## src/rtl/float_unit.sv

```systemverilog
// rtl/float_unit.sv - multi-cycle float unit: mul, div, add, sub with round-to-nearest-even
module float_unit #(
  parameter int BITS      = 32,
  parameter int EXP_BITS  = 8,
  parameter int MANT_BITS = BITS - EXP_BITS - 1,
  parameter int EXP_BIAS  = (1 << (EXP_BITS - 1)) - 1
) (
  input  logic            in_clk,
  input  logic            in_rst,
  input  logic            in_start,
  input  logic [BITS-1:0] in_a,
  input  logic [BITS-1:0] in_b,
  input  logic [1:0]      in_op,
  output logic [BITS-1:0] out_result,
  output logic [4:0]      out_flags,
  output logic            out_ready,
  output logic            out_valid
);
  // Working significand: carry, hidden bit, MANT_BITS fraction, guard, round, sticky.
  localparam int SW = MANT_BITS + 5;
  localparam int XW = EXP_BITS + 2;
  localparam int CW = $clog2(MANT_BITS + 3);
  localparam logic signed [XW-1:0] BIAS_X    = XW'(EXP_BIAS);
  localparam logic signed [XW-1:0] BIAS_M1_X = XW'(EXP_BIAS - 1);
  localparam logic signed [XW-1:0] ONE_X     = XW'(1);
  localparam logic signed [XW-1:0] EXP_MAX_X = XW'((1 << EXP_BITS) - 1);
  localparam logic [EXP_BITS-1:0] DIFF_LIM   = EXP_BITS'(MANT_BITS + 4);
  localparam logic [CW-1:0]       DIV_LAST   = CW'(MANT_BITS + 2);
  localparam logic [CW-1:0]       ONE_C      = CW'(1);
  localparam logic [4:0] F_INV = 5'b10000, F_DBZ = 5'b01000, F_OVF = 5'b00101, F_UNF = 5'b00011;
  localparam logic [BITS-1:0] QNAN = {1'b0, {EXP_BITS{1'b1}}, 1'b1, {(MANT_BITS-1){1'b0}}};

  typedef enum logic [3:0] {
    S_IDLE, S_UNPACK, S_MULT, S_DIV, S_ALIGN, S_ADDSUB, S_NORM, S_ROUND, S_DONE
  } state_t;

  state_t state_q, state_d;
  logic [BITS-1:0]       a_q, b_q;
  logic [1:0]            op_q;
  logic                  sign_q, eff_sub_q;
  logic signed [XW-1:0]  exp_q;
  logic [MANT_BITS:0]    ma_q, mb_q;
  logic [MANT_BITS+1:0]  rem_q;
  logic [MANT_BITS+3:0]  x_q, y_q;
  logic [EXP_BITS-1:0]   diff_q;
  logic [SW-1:0]         sig_q;
  logic [CW-1:0]         cnt_q;

  function automatic logic [BITS-1:0] f_inf(input logic s);
    return {s, {EXP_BITS{1'b1}}, {MANT_BITS{1'b0}}};
  endfunction
  function automatic logic [BITS-1:0] f_zero(input logic s);
    return {s, {(BITS-1){1'b0}}};
  endfunction

  // Operand fields of the latched words
  logic [EXP_BITS-1:0]  ea, eb;
  logic [MANT_BITS:0]   ma, mb;
  logic signed [XW-1:0] ea_x, eb_x;
  logic sa, sb, sbe, a_zero, b_zero, a_inf, b_inf, a_nan, b_nan, a_big;
  assign ea     = a_q[BITS-2:MANT_BITS];
  assign eb     = b_q[BITS-2:MANT_BITS];
  assign ma     = {1'b1, a_q[MANT_BITS-1:0]};
  assign mb     = {1'b1, b_q[MANT_BITS-1:0]};
  assign ea_x   = {2'b00, ea};
  assign eb_x   = {2'b00, eb};
  assign sa     = a_q[BITS-1];
  assign sb     = b_q[BITS-1];
  assign sbe    = sb ^ (op_q == 2'b11);
  assign a_zero = (ea == '0);
  assign b_zero = (eb == '0);
  assign a_inf  = (&ea) && (a_q[MANT_BITS-1:0] == '0);
  assign b_inf  = (&eb) && (b_q[MANT_BITS-1:0] == '0);
  assign a_nan  = (&ea) && (a_q[MANT_BITS-1:0] != '0);
  assign b_nan  = (&eb) && (b_q[MANT_BITS-1:0] != '0);
  assign a_big  = (a_q[BITS-2:0] >= b_q[BITS-2:0]);

  // Special-value outcomes that bypass the arithmetic path
  logic            spec_hit;
  logic [BITS-1:0] spec_res;
  logic [4:0]      spec_flags;
  always_comb begin
    spec_hit   = 1'b1;
    spec_res   = '0;
    spec_flags = '0;
    if (a_nan || b_nan) spec_res = QNAN;
    else if (op_q == 2'b00) begin
      if ((a_zero && b_inf) || (a_inf && b_zero)) begin spec_res = QNAN; spec_flags = F_INV; end
      else if (a_inf || b_inf)   spec_res = f_inf(sa ^ sb);
      else if (a_zero || b_zero) spec_res = f_zero(sa ^ sb);
      else spec_hit = 1'b0;
    end else if (op_q == 2'b01) begin
      if ((a_zero && b_zero) || (a_inf && b_inf)) begin spec_res = QNAN; spec_flags = F_INV; end
      else if (a_inf)  spec_res = f_inf(sa ^ sb);
      else if (b_zero) begin spec_res = f_inf(sa ^ sb); spec_flags = F_DBZ; end
      else if (b_inf || a_zero) spec_res = f_zero(sa ^ sb);
      else spec_hit = 1'b0;
    end else begin
      if (a_inf && b_inf && (sa != sbe)) begin spec_res = QNAN; spec_flags = F_INV; end
      else if (a_inf)             spec_res = f_inf(sa);
      else if (b_inf)             spec_res = f_inf(sbe);
      else if (a_zero && b_zero)  spec_res = f_zero(sa & sbe);
      else if (a_zero)            spec_res = {sbe, b_q[BITS-2:0]};
      else if (b_zero)            spec_res = a_q;
      else spec_hit = 1'b0;
    end
  end

  // Arithmetic helpers: product, division step, alignment, leading zeros, rounding
  logic [2*MANT_BITS+1:0] prod;
  logic                   div_ge;
  logic [MANT_BITS+1:0]   rsub, rnext;
  logic [MANT_BITS+3:0]   full, mask, aligned;
  logic [XW-1:0]          lzc;
  logic [MANT_BITS:0]     mant_r;
  logic                   rnd_up, inexact;
  logic signed [XW-1:0]   exp_r;
  logic [BITS-1:0]        rnd_res;
  logic [4:0]             rnd_flags;
  always_comb begin
    prod    = {{(MANT_BITS+1){1'b0}}, ma_q} * {{(MANT_BITS+1){1'b0}}, mb_q};
    div_ge  = (rem_q >= {1'b0, mb_q});
    rsub    = div_ge ? (rem_q - {1'b0, mb_q}) : rem_q;
    rnext   = rsub << 1;
    full    = {mb_q, 3'b000};
    mask    = ~({(MANT_BITS+4){1'b1}} << diff_q);
    aligned = (diff_q >= DIFF_LIM) ? {{(MANT_BITS+3){1'b0}}, 1'b1}
                                   : ((full >> diff_q) | {{(MANT_BITS+3){1'b0}}, |(full & mask)});
    lzc = '0;
    for (int i = 0; i < SW - 1; i++) if (sig_q[i]) lzc = XW'(SW - 2 - i);
    inexact = |sig_q[2:0];
    rnd_up  = sig_q[2] & (sig_q[1] | sig_q[0] | sig_q[3]);
    mant_r  = {1'b0, sig_q[MANT_BITS+2:3]} + {{MANT_BITS{1'b0}}, rnd_up};
    exp_r   = exp_q + (mant_r[MANT_BITS] ? ONE_X : '0);
    if (sig_q == '0) begin
      rnd_res = '0; rnd_flags = '0;
    end else if (!exp_r[XW-1] && (exp_r >= EXP_MAX_X)) begin
      rnd_res = f_inf(sign_q); rnd_flags = F_OVF;
    end else if (exp_r[XW-1] || (exp_r == '0)) begin
      rnd_res = f_zero(sign_q); rnd_flags = F_UNF;
    end else begin
      rnd_res = {sign_q, exp_r[EXP_BITS-1:0], mant_r[MANT_BITS-1:0]};
      rnd_flags = {4'b0000, inexact};
    end
  end

  // State register
  always_ff @(posedge in_clk) begin
    if (in_rst) state_q <= S_IDLE;
    else        state_q <= state_d;
  end

  // Next-state selection
  always_comb begin
    state_d = state_q;
    case (state_q)
      S_IDLE:   if (in_start) state_d = S_UNPACK;
      S_UNPACK: if (spec_hit)             state_d = S_DONE;
                else if (op_q == 2'b00)   state_d = S_MULT;
                else if (op_q == 2'b01)   state_d = S_DIV;
                else                      state_d = S_ALIGN;
      S_MULT:   state_d = S_NORM;
      S_DIV:    if (cnt_q == DIV_LAST) state_d = S_NORM;
      S_ALIGN:  state_d = S_ADDSUB;
      S_ADDSUB: state_d = S_NORM;
      S_NORM:   state_d = S_ROUND;
      S_ROUND:  state_d = S_DONE;
      default:  state_d = S_IDLE;
    endcase
  end

  // Handshake outputs
  always_comb begin
    out_ready = (state_q == S_IDLE);
    out_valid = (state_q == S_DONE);
  end

  // Datapath registers, advanced per state
  always_ff @(posedge in_clk) begin
    if (in_rst) begin
      a_q <= '0; b_q <= '0; op_q <= '0; sign_q <= 1'b0; eff_sub_q <= 1'b0;
      exp_q <= '0; ma_q <= '0; mb_q <= '0; rem_q <= '0; x_q <= '0; y_q <= '0;
      diff_q <= '0; sig_q <= '0; cnt_q <= '0; out_result <= '0; out_flags <= '0;
    end else begin
      case (state_q)
        S_IDLE: if (in_start) begin a_q <= in_a; b_q <= in_b; op_q <= in_op; end
        S_UNPACK: begin
          cnt_q <= '0;
          sig_q <= '0;
          if (spec_hit) begin
            out_result <= spec_res;
            out_flags  <= spec_flags;
          end else if (op_q == 2'b00) begin
            sign_q <= sa ^ sb; exp_q <= ea_x + eb_x - BIAS_X; ma_q <= ma; mb_q <= mb;
          end else if (op_q == 2'b01) begin
            // Pre-scale so the quotient always lands in [1,2)
            sign_q <= sa ^ sb; mb_q <= mb;
            if (ma < mb) begin rem_q <= {ma, 1'b0}; exp_q <= ea_x - eb_x + BIAS_M1_X; end
            else         begin rem_q <= {1'b0, ma}; exp_q <= ea_x - eb_x + BIAS_X;    end
          end else begin
            eff_sub_q <= sa ^ sbe;
            if (a_big) begin sign_q <= sa;  exp_q <= ea_x; ma_q <= ma; mb_q <= mb; diff_q <= ea - eb; end
            else       begin sign_q <= sbe; exp_q <= eb_x; ma_q <= mb; mb_q <= ma; diff_q <= eb - ea; end
          end
        end
        S_MULT:   sig_q <= {prod[2*MANT_BITS+1:MANT_BITS], prod[MANT_BITS-1], prod[MANT_BITS-2],
                            |prod[MANT_BITS-3:0]};
        S_DIV: begin
          sig_q <= {1'b0, sig_q[MANT_BITS+2:1], div_ge, |rnext};
          rem_q <= rnext;
          cnt_q <= cnt_q + ONE_C;
        end
        S_ALIGN: begin x_q <= {ma_q, 3'b000}; y_q <= aligned; end
        S_ADDSUB: sig_q <= eff_sub_q ? ({1'b0, x_q} - {1'b0, y_q}) : ({1'b0, x_q} + {1'b0, y_q});
        S_NORM:
          if (sig_q[SW-1]) begin
            sig_q <= {1'b0, sig_q[SW-1:2], |sig_q[1:0]};
            exp_q <= exp_q + ONE_X;
          end else begin
            sig_q <= sig_q << lzc;
            exp_q <= exp_q - lzc;
          end
        S_ROUND: begin out_result <= rnd_res; out_flags <= rnd_flags; end
        default: ;
      endcase
    end
  end
endmodule

```

## config.mk

```make
export PLATFORM = sky130hd
export DESIGN_NAME = float_unit
export DESIGN_NICKNAME = d
export VERILOG_FILES = /design/src/rtl/float_unit.sv
export SDC_FILE = /design/constraint.sdc
export NUM_CORES = 2
export LEC_CHECK = 0
export CAP_MARGIN = 20
export CORE_ASPECT_RATIO = 1.1
export CORE_MARGIN = 2
export CORE_UTILIZATION = 40
export DETAILED_ROUTE_END_ITERATION = 8
export GPL_ROUTABILITY_DRIVEN = 0
export PLACE_DENSITY = 0.57
export SYNTH_ARGS = -nofsm -noshare
export SYNTH_HDL_FRONTEND = slang
export SYNTH_SLANG_ARGS = --single-unit
```

## constraint.sdc

```tcl
create_clock -name in_clk -period 8.8 [get_ports in_clk]
set_input_delay 0.88 -clock in_clk [delete_from_list [all_inputs] [get_ports in_clk]]
set_output_delay 0.88 -clock in_clk [all_outputs]
set_load 0.02 [all_outputs]
```

* Word-level counts from Yosys, hierarchy flattened *
Index checks and enable logic that the tools add are counted.

storage, ports and cells
  input port bits = 69
  word-level logic and storage cells = 233
  bits in latches = 0
  output and inout bits = 39
  flip-flop bits (word level) = 284
  RAM bits = 0
  memories = 0
  ROM bits = 0

cells by class
  order comparisons = 5
  shift operators = 3
  add/sub/neg operators = 15
  bitwise logic cells = 13
  divide/modulo/power cells = 0
  $mul = 1
  reductions and logical operators = 48
  mux-type cells = 112
  equality and inequality tests = 19

operators with widths
  operator                                        count
  32-bit two-way mux                              18
  10-bit two-way mux                              31
  28-bit one-hot mux with 5 select lines          1
  25-bit two-way mux                              4
  23-bit two-way mux                              4
  24-bit two-way mux                              3
  32-bit one-hot mux with 2 select lines          1
  31-bit two-way mux                              2
  28-bit two-way mux                              2
  25-bit one-hot mux with 2 select lines          1
  24-bit by 24-bit multiplier with 48-bit output  1
  23-bit zero test                                2
  23-bit nonzero test                             2
  5-bit two-way mux                               8
  31-bit >= comparator                            1
  27-bit by 27-bit adder with 28-bit output       1
  28-bit zero test                                1
  4-bit one-hot mux with 7 select lines           1
  28-bit by 10-bit << shifter with 28-bit output  1
  27-bit by 27-bit subtractor with 28-bit output  1
  27-bit bitwise AND                              1
  27-bit two-way mux                              1
  27-bit NOT                                      1
  27-bit by 1-bit OR with 27-bit output           1
  other kinds (55)                                126

* Longest topological paths before layout *
  depth after elaboration = 30
  gate-level depth with buffers = 29
  depth with buffers taken out = 27

* Worst setup path after synthesis *
OpenSTA, ideal clock, no wires.

  path type = register -> register
  from = register mb_q[4]
  to = register sig_q[19]
  data required time = 8.668 ns
  arrival = 6.888 ns
  clock period less this slack = 7.020 ns
  path slack = 1.780 ns
  stages on the path, launching flop included = 28
  library setup time = 0.132 ns
  path buffers = 2
  path through = dfxtp_1 > clkbuf_1 > clkbuf_1 > nand2_1 > fa_1 > inv_1 > fa_1 > inv_1 > fa_1 > fa_1 > inv_1 > fa_1 > fa_1 > inv_1 > fa_1 > inv_1 > ha_1 > a21o_1 > a21oi_1 > nor2b_1 > o41ai_1 > nand3_1 > o311a_1 > nor2_1 > o211ai_1 > xor2_1 > a222oi_1 > a31oi_1

between the ends
  word-level cells in the longest chain between the ends = 2

RTL lines
  item                                            RTL line  text
  from (decl)                                     42        logic [MANT_BITS:0] ma_q, mb_q;
  from (signal assigned)                          194       sign_q <= sa ^ sb; exp_q <= ea_x + eb_x - BIAS_X; ma_q <= ma; mb_q <= mb;
  from (signal assigned)                          197       sign_q <= sa ^ sb; mb_q <= mb;
  24-bit by 24-bit multiplier with 48-bit output  121       prod = {{(MANT_BITS+1){1'b0}}, ma_q} * {{(MANT_BITS+1){1'b0}}, mb_q};
  28-bit one-hot mux with 5 select lines          185       case (state_q)
  to (signal assigned)                            206       S_MULT: sig_q <= {prod[2*MANT_BITS+1:MANT_BITS], prod[MANT_BITS-1], prod[MANT_BITS-2],
  to (signal assigned)                            209       sig_q <= {1'b0, sig_q[MANT_BITS+2:1], div_ge, |rnext};
  to (signal assigned)                            214       S_ADDSUB: sig_q <= eff_sub_q ? ({1'b0, x_q} - {1'b0, y_q}) : ({1'b0, x_q} + {1'b0, y_q});
  to (decl)                                       46        logic [SW-1:0] sig_q;

No other way between the ends.
A chain may end at the register's enable or synchronous reset.

* Worst setup path after layout *
  from = register mb_q[1]
  to = register sig_q[18]

Same word-level chain as after synthesis.

==> qor.txt <==
Drt pass-1 iters = 7
R2R setup slack = 0.64 ns
Cell count after synthesis = 5385
Max_cap viols = 0
Setup TNS = 0 ns
Headroom to the max-slew limit = 21.8%
Critical path class = register to register
DP HPWL = 119000 um
Total CTS buffers = 35
CTS tree = done
FMAX = 123 MHz
Reg2reg start = mb_q[1]
Outcome = finished clean
RSZ-0062 raised after global routing = false
FF+latch count, synth = 284
WHS Path Cells = 2
Cts repair resizes = 0
Cell Area, Synth = 42100 sq um
Main combinational cell family by area after synthesis = adder cells
Total length of routed wires = 152000 um
Design area = 45500 sq um
Antenna violations before repair = 2
Final Cycle Share = 92.7%
Initial DRC Count = 3293
Rows = 124
Hold Crit Class = register to register
Clk slew on worst S/H paths = 0.07 ns
Number of global-route vias before repair = 38600
Total power draw = 11.5 mW
Simple-gate share of the synthesized area = 19.8%
Share of cells above drive strength 1 = 4.87%
Reg2Reg Depth = 24
Ys flop type = dfxtp_1
Post-Syn Nets = 6257
Most frequent cells in the layout = nand2_1, inv_1, fa_1, nor2_1, a21oi_1
Crit. End Element = register
Routed Antenna Nets = 0
Final setup fails = 0
Final #Nets = 6123
Hold_buf cts = 0
Sink Count = 284
Vias/cell = 5.78
Post-Synth XOR/XNOR Area = 2.87%
Die Width = 313 um
Unique masters post-synth = 107
DR DRC count = 0
Die footprint = 108000 sq um
Ys Warns = 0
# IOs = 108
WP data arrival = 8.58 ns
Post-synthesis area per instance = 7.82 sq um
P&R area growth vs syn = 7.96%
Fin. max-slew vios = 0
Fin crit period = 8.16 ns
Tot GR Track Use = 28.2%
Worst-skew pair later-pin latency = 0.61 ns
WP data required = 9.22 ns
Synth Area in Adders = 32.6%
# port buffers = 107
Hold Path Sink = out_flags[0]
Antenna cells = 0
Yosys top cell area share = 23.2%
Leak = 19.8 nW
Synth area leader = fa_1
Initial core utilization = 40.5%
Die Y = 344 um
Average wire per standard cell = 22.8 um
Pwr dens = 252 nW/um^2
Htree depth = 2
Grt ovf = 0
Vias = 38500
First-pass GRT wire length = 233000 um
Total of fill cells in the finished design = 10600
Worst-Margin Slew = 1.17 ns
Cells taking the most area after synthesis = fa_1, dfxtp_1, ha_1
Largest net degree at the start of global routing = 78
Core Region = 104000 sq um
Post-synthesis mux area share = 2.57%
Layout Skew = 0.0461 ns
Worst setup SP type = register
Asr flop ratio synth = 0%
DP Area = 44200 sq um
Worst vdd ir = 0.000514 V
Worst r2r dst = sig_q[18]
CTS root buf = clkbuf_16
Crit Path Max Fanout = 27
Hold Fails Final Rpt = 0
Post-CTS Setup Bufs = 0
Post-synthesis compound-gate area fraction = 18.7%
Hold path startpoint = out_flags[0]
Sequential area share after synthesis = 13.5%
Maximum clock insertion buffer count = 3
Post-synth EDFFs = 0
[kinds of logic after synthesis]
logic type,after synthesis
AND/OR/NAND/NOR,1791
multiplexers,87
buffers and inverters,1102
XOR/XNOR,138
adder cells (fa/ha/maj),803
flip-flops,284
AO/OA/AOI/OAI,1180
[stage by stage]
stage / utilization, % / hold WS, ns / worst slack (ns) / instances
6_report: 43.7 / 0.465 / 0.644 / 6664
5_1_grt: 43.7 / 0.493 / 0.129 / 6664
4_1_cts: 43.7 / 0.469 / 0.718 / 6664
3_5_place_dp: 42.5 / 0.451 / 0.728 / 6600
3_3_place_gp: 42.5 / 0.455 / 0.763 / 6599
2_1_floorplan: - / 0.445 / 1.78 / 5385
[state kept, by name, indices dropped and copies added (netlist names), 2 cells and up]
name	flops
b_q	32
y_q	27
mb_q	24
out_result	32
rem_q	25
ma_q	24
a_q	32
cnt_q	5
out_flags	5
x_q	24
op_q	2
state_q	4
exp_q	10
sig_q	28
diff_q	8
[worst max path at each step]
stage	from	to	slack [ns]	depth (start not counted)
4_1_cts	mb_q[1]	sig_q[24]	0.72	24
6_report	mb_q[1]	sig_q[18]	0.64	24
5_1_grt	mb_q[1]	sig_q[24]	0.13	24
3_5_place_dp	mb_q[1]	sig_q[24]	0.73	24
3_3_place_gp	ma_q[12]	sig_q[24]	0.76	23
2_1_floorplan	mb_q[4]	sig_q[19]	1.78	27
[worst max-delay path, stage by stage, from the launching register on]
cell and delay [ns]:
dfxtp_1 1.02, and2_1 0.27, fa_1 0.45, fa_1 0.55, inv_1 0.06, fa_1 0.49
fa_1 0.52, inv_1 0.05, fa_1 0.49, fa_1 0.49, inv_1 0.05, fa_1 0.49
inv_1 0.04, ha_1 0.35, a2111oi_0 0.42, o21ai_0 0.14, o21ai_0 0.13, o21ai_0 0.11
a21oi_1 0.57, o21ai_0 0.31, o31ai_1 0.41, a21o_1 0.20, a211oi_1 0.09, a31oi_1 0.18
a31oi_1 0.09
[area by class of cell]
class,count,area (sq um),area share [%]
Multi-Input combinational cell,3999,32300,71.0
Clock buffer,44,980,2.15
Sequential cell,284,5690,12.5
Timing Repair Buffer,198,1770,3.89
Inverter,733,2750,6.05
Tap cell,1386,1730,3.81
Clock inverter,20,245,0.539
[synthesized netlist by cell type (all sizes together) (32+ instances only)]
cell type / count
nand2b: 36
a31oi: 54
a22oi: 62
ha: 315
xor2: 39
clkbuf: 315
inv: 728
a21o: 64
a21oi: 348
buf: 54
and2: 300
mux2i: 53
dfxtp: 284
o21ai: 212
xnor2: 99
a211oi: 130
fa: 488
nand3: 90
nor2: 368
nor3: 79
nand2: 731
nand4: 32
nor4: 38
[routing by layer]
layer	vias up	routed length [um]	global-route usage [%]
li1	17600	-	-
met4	2	11000	18.0
met2	1519	71800	47.6
met3	380	10400	4.02
met1	19000	58900	33.7
met5	-	12	0
[power breakdown]
group / leakage, nW / internal [mW] / switching, mW
sequential: 2.31 / 1.53 / 0.704
clock: 0.586 / 0.897 / 0.694
combinational: 16.9 / 2.78 / 4.85
total: 19.8 / 5.21 / 6.25
Note: power is estimated with default switching activity, not from simulation.
